$ cat src/rtl/motor_ctrl_pkg.sv
// Shared types and constants for the motor ramp controller.
package motor_ctrl_pkg;

    localparam int DEF_LENGTH = 10;

    localparam logic DIR_FWD = 1'b1;
    localparam logic DIR_REV = 1'b0;

    typedef enum logic [2:0] {
        ST_IDLE,
        ST_RUN,
        ST_REV_DOWN,
        ST_DEAD,
        ST_BRAKE
    } state_t;

endpackage

$ cat src/rtl/ramp_tick_gen.sv
// Free-running prescaler: one-cycle tick every TICK_DIV clocks, cleared only by reset.
module ramp_tick_gen #(
    parameter int TICK_DIV = 1000
) (
    input  logic clk,
    input  logic rst_n,
    output logic tick
);

    localparam int CW = $clog2(TICK_DIV);
    localparam logic [CW-1:0] TERM = CW'(TICK_DIV - 1);

    logic [CW-1:0] cnt;

    // Count 0..TICK_DIV-1 and wrap.
    always_ff @(posedge clk) begin
        if (!rst_n)           cnt <= '0;
        else if (cnt == TERM) cnt <= '0;
        else                  cnt <= cnt + 1'b1;
    end

    assign tick = (cnt == TERM);

endmodule

$ cat src/rtl/motor_ramp_ctrl.sv
// Duty-cycle sequencer for one PWM motor channel: soft start/stop, reversal
// through a dead time at zero duty, brake and emergency stop.
// Optional build macro MOTOR_DUTY_CLAMP_EN: clamps targets to MAX_DUTY.
module motor_ramp_ctrl
    import motor_ctrl_pkg::*;
#(
    parameter int LENGTH     = DEF_LENGTH,
    parameter int STEP       = 4,
    parameter int TICK_DIV   = 1000,
    parameter int DEAD_TICKS = 8,
    parameter int MAX_DUTY   = (1 << LENGTH) - 1
) (
    input  logic              clk,
    input  logic              rst_n,
    input  logic              cmd_valid,
    output logic              cmd_ready,
    input  logic [LENGTH-1:0] cmd_duty,
    input  logic              cmd_dir,
    input  logic              cmd_brake,
    input  logic              estop,
    output logic [LENGTH-1:0] duty,
    output logic              dir,
    output logic              brake,
    output logic              busy,
    output logic              at_target
);

    localparam int DW = $clog2(DEAD_TICKS + 1);
    localparam logic [LENGTH:0] STEP_W    = (LENGTH+1)'(STEP);
    localparam logic [DW-1:0]   DEAD_LAST = DW'(DEAD_TICKS - 1);

`ifdef MOTOR_DUTY_CLAMP_EN
    localparam logic [LENGTH-1:0] MAX_W = LENGTH'(MAX_DUTY);
    function automatic logic [LENGTH-1:0] clamp_duty(input logic [LENGTH-1:0] d);
        return (d > MAX_W) ? MAX_W : d;
    endfunction
`else
    function automatic logic [LENGTH-1:0] clamp_duty(input logic [LENGTH-1:0] d);
        return d;
    endfunction
    logic [31:0] unused_max_duty;
    assign unused_max_duty = 32'(MAX_DUTY);
`endif

    state_t            state, state_n;
    logic [LENGTH-1:0] duty_n, target, target_n, pend_duty, pend_duty_n;
    logic              dir_n, brake_n, pend_dir, pend_dir_n;
    logic [DW-1:0]     dead_cnt, dead_cnt_n;
    logic              ready_q;
    logic [LENGTH:0]   diff;
    logic              tick;

    ramp_tick_gen #(.TICK_DIV(TICK_DIV)) u_tick (
        .clk   (clk),
        .rst_n (rst_n),
        .tick  (tick)
    );

    // Ready is registered from state; estop gates it combinationally so a
    // command can never slip in while the stop is held.
    assign cmd_ready = ready_q & ~estop;

    // Next-state: command first, then slew toward the (possibly new) target,
    // then the reversal / dead-time / idle transitions.
    always_comb begin
        state_n     = state;
        duty_n      = duty;
        dir_n       = dir;
        brake_n     = brake;
        target_n    = target;
        pend_duty_n = pend_duty;
        pend_dir_n  = pend_dir;
        dead_cnt_n  = dead_cnt;
        diff        = '0;

        if (estop) begin
            duty_n   = '0;
            brake_n  = 1'b1;
            target_n = '0;
            state_n  = ST_BRAKE;
        end else begin
            if (cmd_valid && cmd_ready) begin
                if (cmd_brake) begin
                    duty_n   = '0;
                    brake_n  = 1'b1;
                    target_n = '0;
                    state_n  = ST_BRAKE;
                end else begin
                    brake_n = 1'b0;
                    if (cmd_dir == dir || duty == '0) begin
                        // Same direction, or stopped: direction may change now.
                        dir_n    = cmd_dir;
                        target_n = clamp_duty(cmd_duty);
                        state_n  = ST_RUN;
                    end else begin
                        pend_dir_n  = cmd_dir;
                        pend_duty_n = clamp_duty(cmd_duty);
                        target_n    = '0;
                        state_n     = ST_REV_DOWN;
                    end
                end
            end

            if (tick && (state_n == ST_RUN || state_n == ST_REV_DOWN)) begin
                if (duty_n < target_n) begin
                    diff   = {1'b0, target_n} - {1'b0, duty_n};
                    duty_n = LENGTH'({1'b0, duty_n} + ((diff < STEP_W) ? diff : STEP_W));
                end else if (duty_n > target_n) begin
                    diff   = {1'b0, duty_n} - {1'b0, target_n};
                    duty_n = LENGTH'({1'b0, duty_n} - ((diff < STEP_W) ? diff : STEP_W));
                end
            end

            if (state_n == ST_REV_DOWN && duty_n == '0) begin
                state_n    = ST_DEAD;
                dead_cnt_n = '0;
            end else if (state == ST_DEAD && tick) begin
                if (dead_cnt == DEAD_LAST) begin
                    dir_n    = pend_dir;
                    target_n = pend_duty;
                    state_n  = ST_RUN;
                end else begin
                    dead_cnt_n = dead_cnt + 1'b1;
                end
            end

            if (state_n == ST_RUN && target_n == '0 && duty_n == '0)
                state_n = ST_IDLE;
        end
    end

    // State and registered outputs; status flags derived from next values.
    always_ff @(posedge clk) begin
        if (!rst_n) begin
            state     <= ST_IDLE;
            duty      <= '0;
            dir       <= DIR_FWD;
            brake     <= 1'b0;
            target    <= '0;
            pend_duty <= '0;
            pend_dir  <= DIR_FWD;
            dead_cnt  <= '0;
            ready_q   <= 1'b0;
            busy      <= 1'b0;
            at_target <= 1'b0;
        end else begin
            state     <= state_n;
            duty      <= duty_n;
            dir       <= dir_n;
            brake     <= brake_n;
            target    <= target_n;
            pend_duty <= pend_duty_n;
            pend_dir  <= pend_dir_n;
            dead_cnt  <= dead_cnt_n;
            ready_q   <= (state_n != ST_DEAD);
            busy      <= (state_n == ST_REV_DOWN) || (state_n == ST_DEAD) ||
                         (state_n == ST_RUN && duty_n != target_n);
            at_target <= (state_n == ST_RUN) && (duty_n == target_n);
        end
    end

endmodule
$ cat config.mk
export PLATFORM = sky130hd
export DESIGN_NAME = motor_ramp_ctrl
export DESIGN_NICKNAME = d
export VERILOG_FILES = /design/src/rtl/motor_ctrl_pkg.sv /design/src/rtl/ramp_tick_gen.sv /design/src/rtl/motor_ramp_ctrl.sv
export SDC_FILE = /design/constraint.sdc
export NUM_CORES = 1
export LEC_CHECK = 0
export ABC_CLOCK_PERIOD_IN_PS = 12400
export BUFFER_PORTS_ARGS = -buffer_cell sky130_fd_sc_hd__buf_2
export CAP_MARGIN = 40
export CELL_PAD_IN_SITES_DETAIL_PLACEMENT = 0
export CELL_PAD_IN_SITES_GLOBAL_PLACEMENT = 1
export CORE_ASPECT_RATIO = 1.5
export CORE_UTILIZATION = 50
export DETAILED_ROUTE_END_ITERATION = 16
export PLACE_DENSITY = 0.83
export SETUP_SLACK_MARGIN = 0.15
export SLEW_MARGIN = 20
export SYNTH_ARGS = -nofsm -noshare
export SYNTH_HDL_FRONTEND = slang
export SYNTH_SLANG_ARGS = --single-unit
export TNS_END_PERCENT = 50
$ cat constraint.sdc
create_clock -name clk -period 12.4 [get_ports clk]
set_input_delay 1.86 -clock clk [delete_from_list [all_inputs] [get_ports clk]]
set_output_delay 1.86 -clock clk [all_outputs]
set_load 0.02 [all_outputs]
==> flow_metrics.py <==
metrics = {
    "yosys": {
        "synthCells": 625,
        "synth_largest_area_cell": "dfxtp_1",
        "synth-seq-cells": 53,
        "yosysWarnings": 0,
        "yosys-top-cells-area": "dfxtp_1 (22%), ha_1 (9.7%), xnor2_1 (4.1%)",
        "synthSimpleGateAreaFrac_pct": 25.35,
        "synth_edf_count": 0,
        "synth_top_family_by_area": "simple AND/OR/NAND/NOR gates",
        "synth_fa_ha_area_share_pct": 11.28,
        "synth_area_um2": 4926,
        "synthXorXnorAreaFrac_pct": 7.290,
        "avgSynthCellArea_um2": 7.882,
        "yosysUniqueCellTypes": 77,
        "yosysSeqAreaShare_pct": 21.54,
        "muxShareOfSynthArea_pct": 4.547,
        "synth_top_area_share_pct": 21.54,
        "synth_ff_type": "dfxtp_1",
        "async_reset_ff_share_pct": 0,
        "synth_compound_area_share_pct": 24.43,
    },
    "die": {
        "die_height_um": 123.6,
        "die_w_um": 83.04,
        "start_util_pct": 51.13,
        "rows": 44,
        "die_area_um2": 10260,
        "core_um2": 9634,
        "boundaryPins": 31,
    },
    "sta": {
        "grt_setup_unrepaired": "no",
        "finalSetupTns_ns": 0,
        "tightest_slew_ns": 0.8861,
        "slew_viol_final": 0,
        "finClkSkew_ns": 0.004564,
        "report.final.hold_viol_count": 0,
        "fin_crit_ns": 9.850,
        "period_share_pct": 79.44,
        "fin_ws_ns": 2.550,
        "fmax_mhz": 101.5,
        "setup_viol": 0,
        "max_slew_margin_pct": 40.38,
    },
    "layout": {
        "num_antenna_cells": 0,
        "syn_to_final_growth_pct": 8.458,
        "final_nets": 709,
        "final_cell_mix": "nand2_1 (53), dfxtp_1 (53), nor2_1 (50)",
        "drive_gt1_share_pct": 11.20,
    },
    "global_route": {
        "first_global_vias": 4636,
        "gr-usage-all-layers_pct": 28.31,
        "grt_pass1_wl_mm": 22.84,
        "grt_max_degree": 23,
        "antenna_found_initial": 0,
        "grt_overflow": 0,
    },
    "placement": {
        "portBuffers": 30,
        "preCtsSetupSlack_ns": 2.314,
        "gp_congestion": 0.9340,
        "dp_hpwl_mm": 11.71,
    },
    "worst_setup_path": {
        "path_class": "in2reg",
        "cp_slowest_cell": "a22oi_1",
        "crit_arrival_ns": 10.08,
        "critPathMaxStageDelay_ns": 0.77,
        "start_kind": "primary input",
        "crit_required_ns": 12.63,
        "end_kind": "flop",
        "crit_fanout": 19,
        "crit_top_cell": "o21ai_0",
    },
    "power_and_ir_drop": {
        "vdd_drop_max_mv": 0.09744,
        "p_total_mw": 0.4181,
        "power.density_nw_per_um2": 78.26,
        "power.leakage_nw": 2.399,
    },
    "detailed_routing": {
        "num_vias": 4804,
        "first_iter_violations": 286,
        "vias_per_cell": 6.263,
        "drt-total-wl_mm": 14.53,
        "wl_per_cell_um": 18.94,
        "drcViolationCount": 0,
        "drtAntennaViolNets": 0,
        "first_pass_iters": 5,
    },
    "cts": {
        "clk_latency_ns": 0.29,
        "cts_tree": "yes",
        "htree_levels": 2,
        "clockBufferDepth": 2,
        "hold_buffers": 0,
        "numCtsBuffers": 5,
        "cts_setup_buffers": 0,
        "cts.sinks": 53,
        "cts_resized": 0,
        "cts_root_buf": "clkbuf_16",
        "clk_pin_slew_ns": 0.07,
    },
    "status": {
        "status": "finished clean",
    },
    "worst_hold_path": {
        "hold_class": "reg2reg",
    },
    "flow_run": {
        "maxCapViolCount": 0,
    },
}
[critical path, delay by kind of cell]
| kind | cells | cell delay [ns] |
|---|---|---|
| AOI/OAI and AO/OA | 10 | 3.33 |
| xor gates and xnor gates | 1 | 0.17 |
| adders and majority gates | 2 | 1.00 |
| buffers and inverters | 3 | 0.65 |
| muxes | 2 | 0.66 |
| and+or+nand+nor | 8 | 2.40 |
[Yosys cell counts (18+ instances only)]
| library cell | number |
|---|---|
| a21oi_1 | 36 |
| dfxtp_1 | 53 |
| ha_1 | 38 |
| inv_1 | 34 |
| mux2i_1 | 19 |
| nand2_1 | 53 |
| nor2_1 | 50 |
| nor2b_1 | 18 |
| nor3_1 | 19 |
| o21ai_0 | 27 |
| xnor2_1 | 23 |
| xor2_1 | 18 |
[kinds of logic after synthesis]
family,Yosys count
other cells,2
simple gates,234
buf+inv,61
xor+xnor,41
mux,22
fa+ha+maj,42
flops,53
compound gates,170
[final timing paths]
check	from	end	slack [ns]	cells after the start
worst max-delay path	estop	at_target	2.55	26
worst min register to register	u_tick.cnt[0]	u_tick.cnt[0]	0.44	1
worst min-delay path	u_tick.cnt[0]	u_tick.cnt[0]	0.44	1
worst max register to register	ready_q	at_target	3.99	25
[through the flow]
stage                     util (%)  cells  cell area [um2]  hold WS, ns
after detailed placement     53.57    758             5161       0.4360
final                        55.45    767             5343       0.4418
after global routing         55.45    767             5343       0.4769
after floorplan                  -    635             4964       0.4132
after global placement       53.34    756             5139       0.4301
after CTS                    55.40    766             5338       0.4515
[area by class of cell]
class                           count  area, um2
Clock buffer                        6      138.9
Clock inverter                      2      37.54
Multi-Input combinational cell    521       3636
Tap cell                          115      143.9
Fill cell                         935       4292
Sequential cell                    53       1061
Inverter                           36      140.1
Timing Repair Buffer               34      185.2
[flip-flops by register name (all words and copies together), names as in the netlist]
name	cells
ready_q	1
brake	1
pend_dir	1
target	10
at_target	1
state	3
busy	1
dead_cnt	4
duty	10
pend_duty	10
u_tick.cnt	10
dir	1
[metal layers]
layer / vias to the layer above / track usage [%] / part of all wire (%)
met5: - / 0 / 0
met4: 0 / 20.37 / 6.8
met3: 61 / 2.737 / 5.0
met2: 192 / 51.90 / 50
met1: 2248 / 30.48 / 38
li1: 2303 / - / -
[report_power, final]
group	leakage (nW)	internal (mW)	total, mW	switching, mW
combinational	1.89	0.0326	0.0823	0.0497
sequential	0.429	0.172	0.173	0.00134
clock	0.0831	0.101	0.162	0.0617
total	2.40	0.305	0.418	0.113
(Power assumes the default switching activity.)
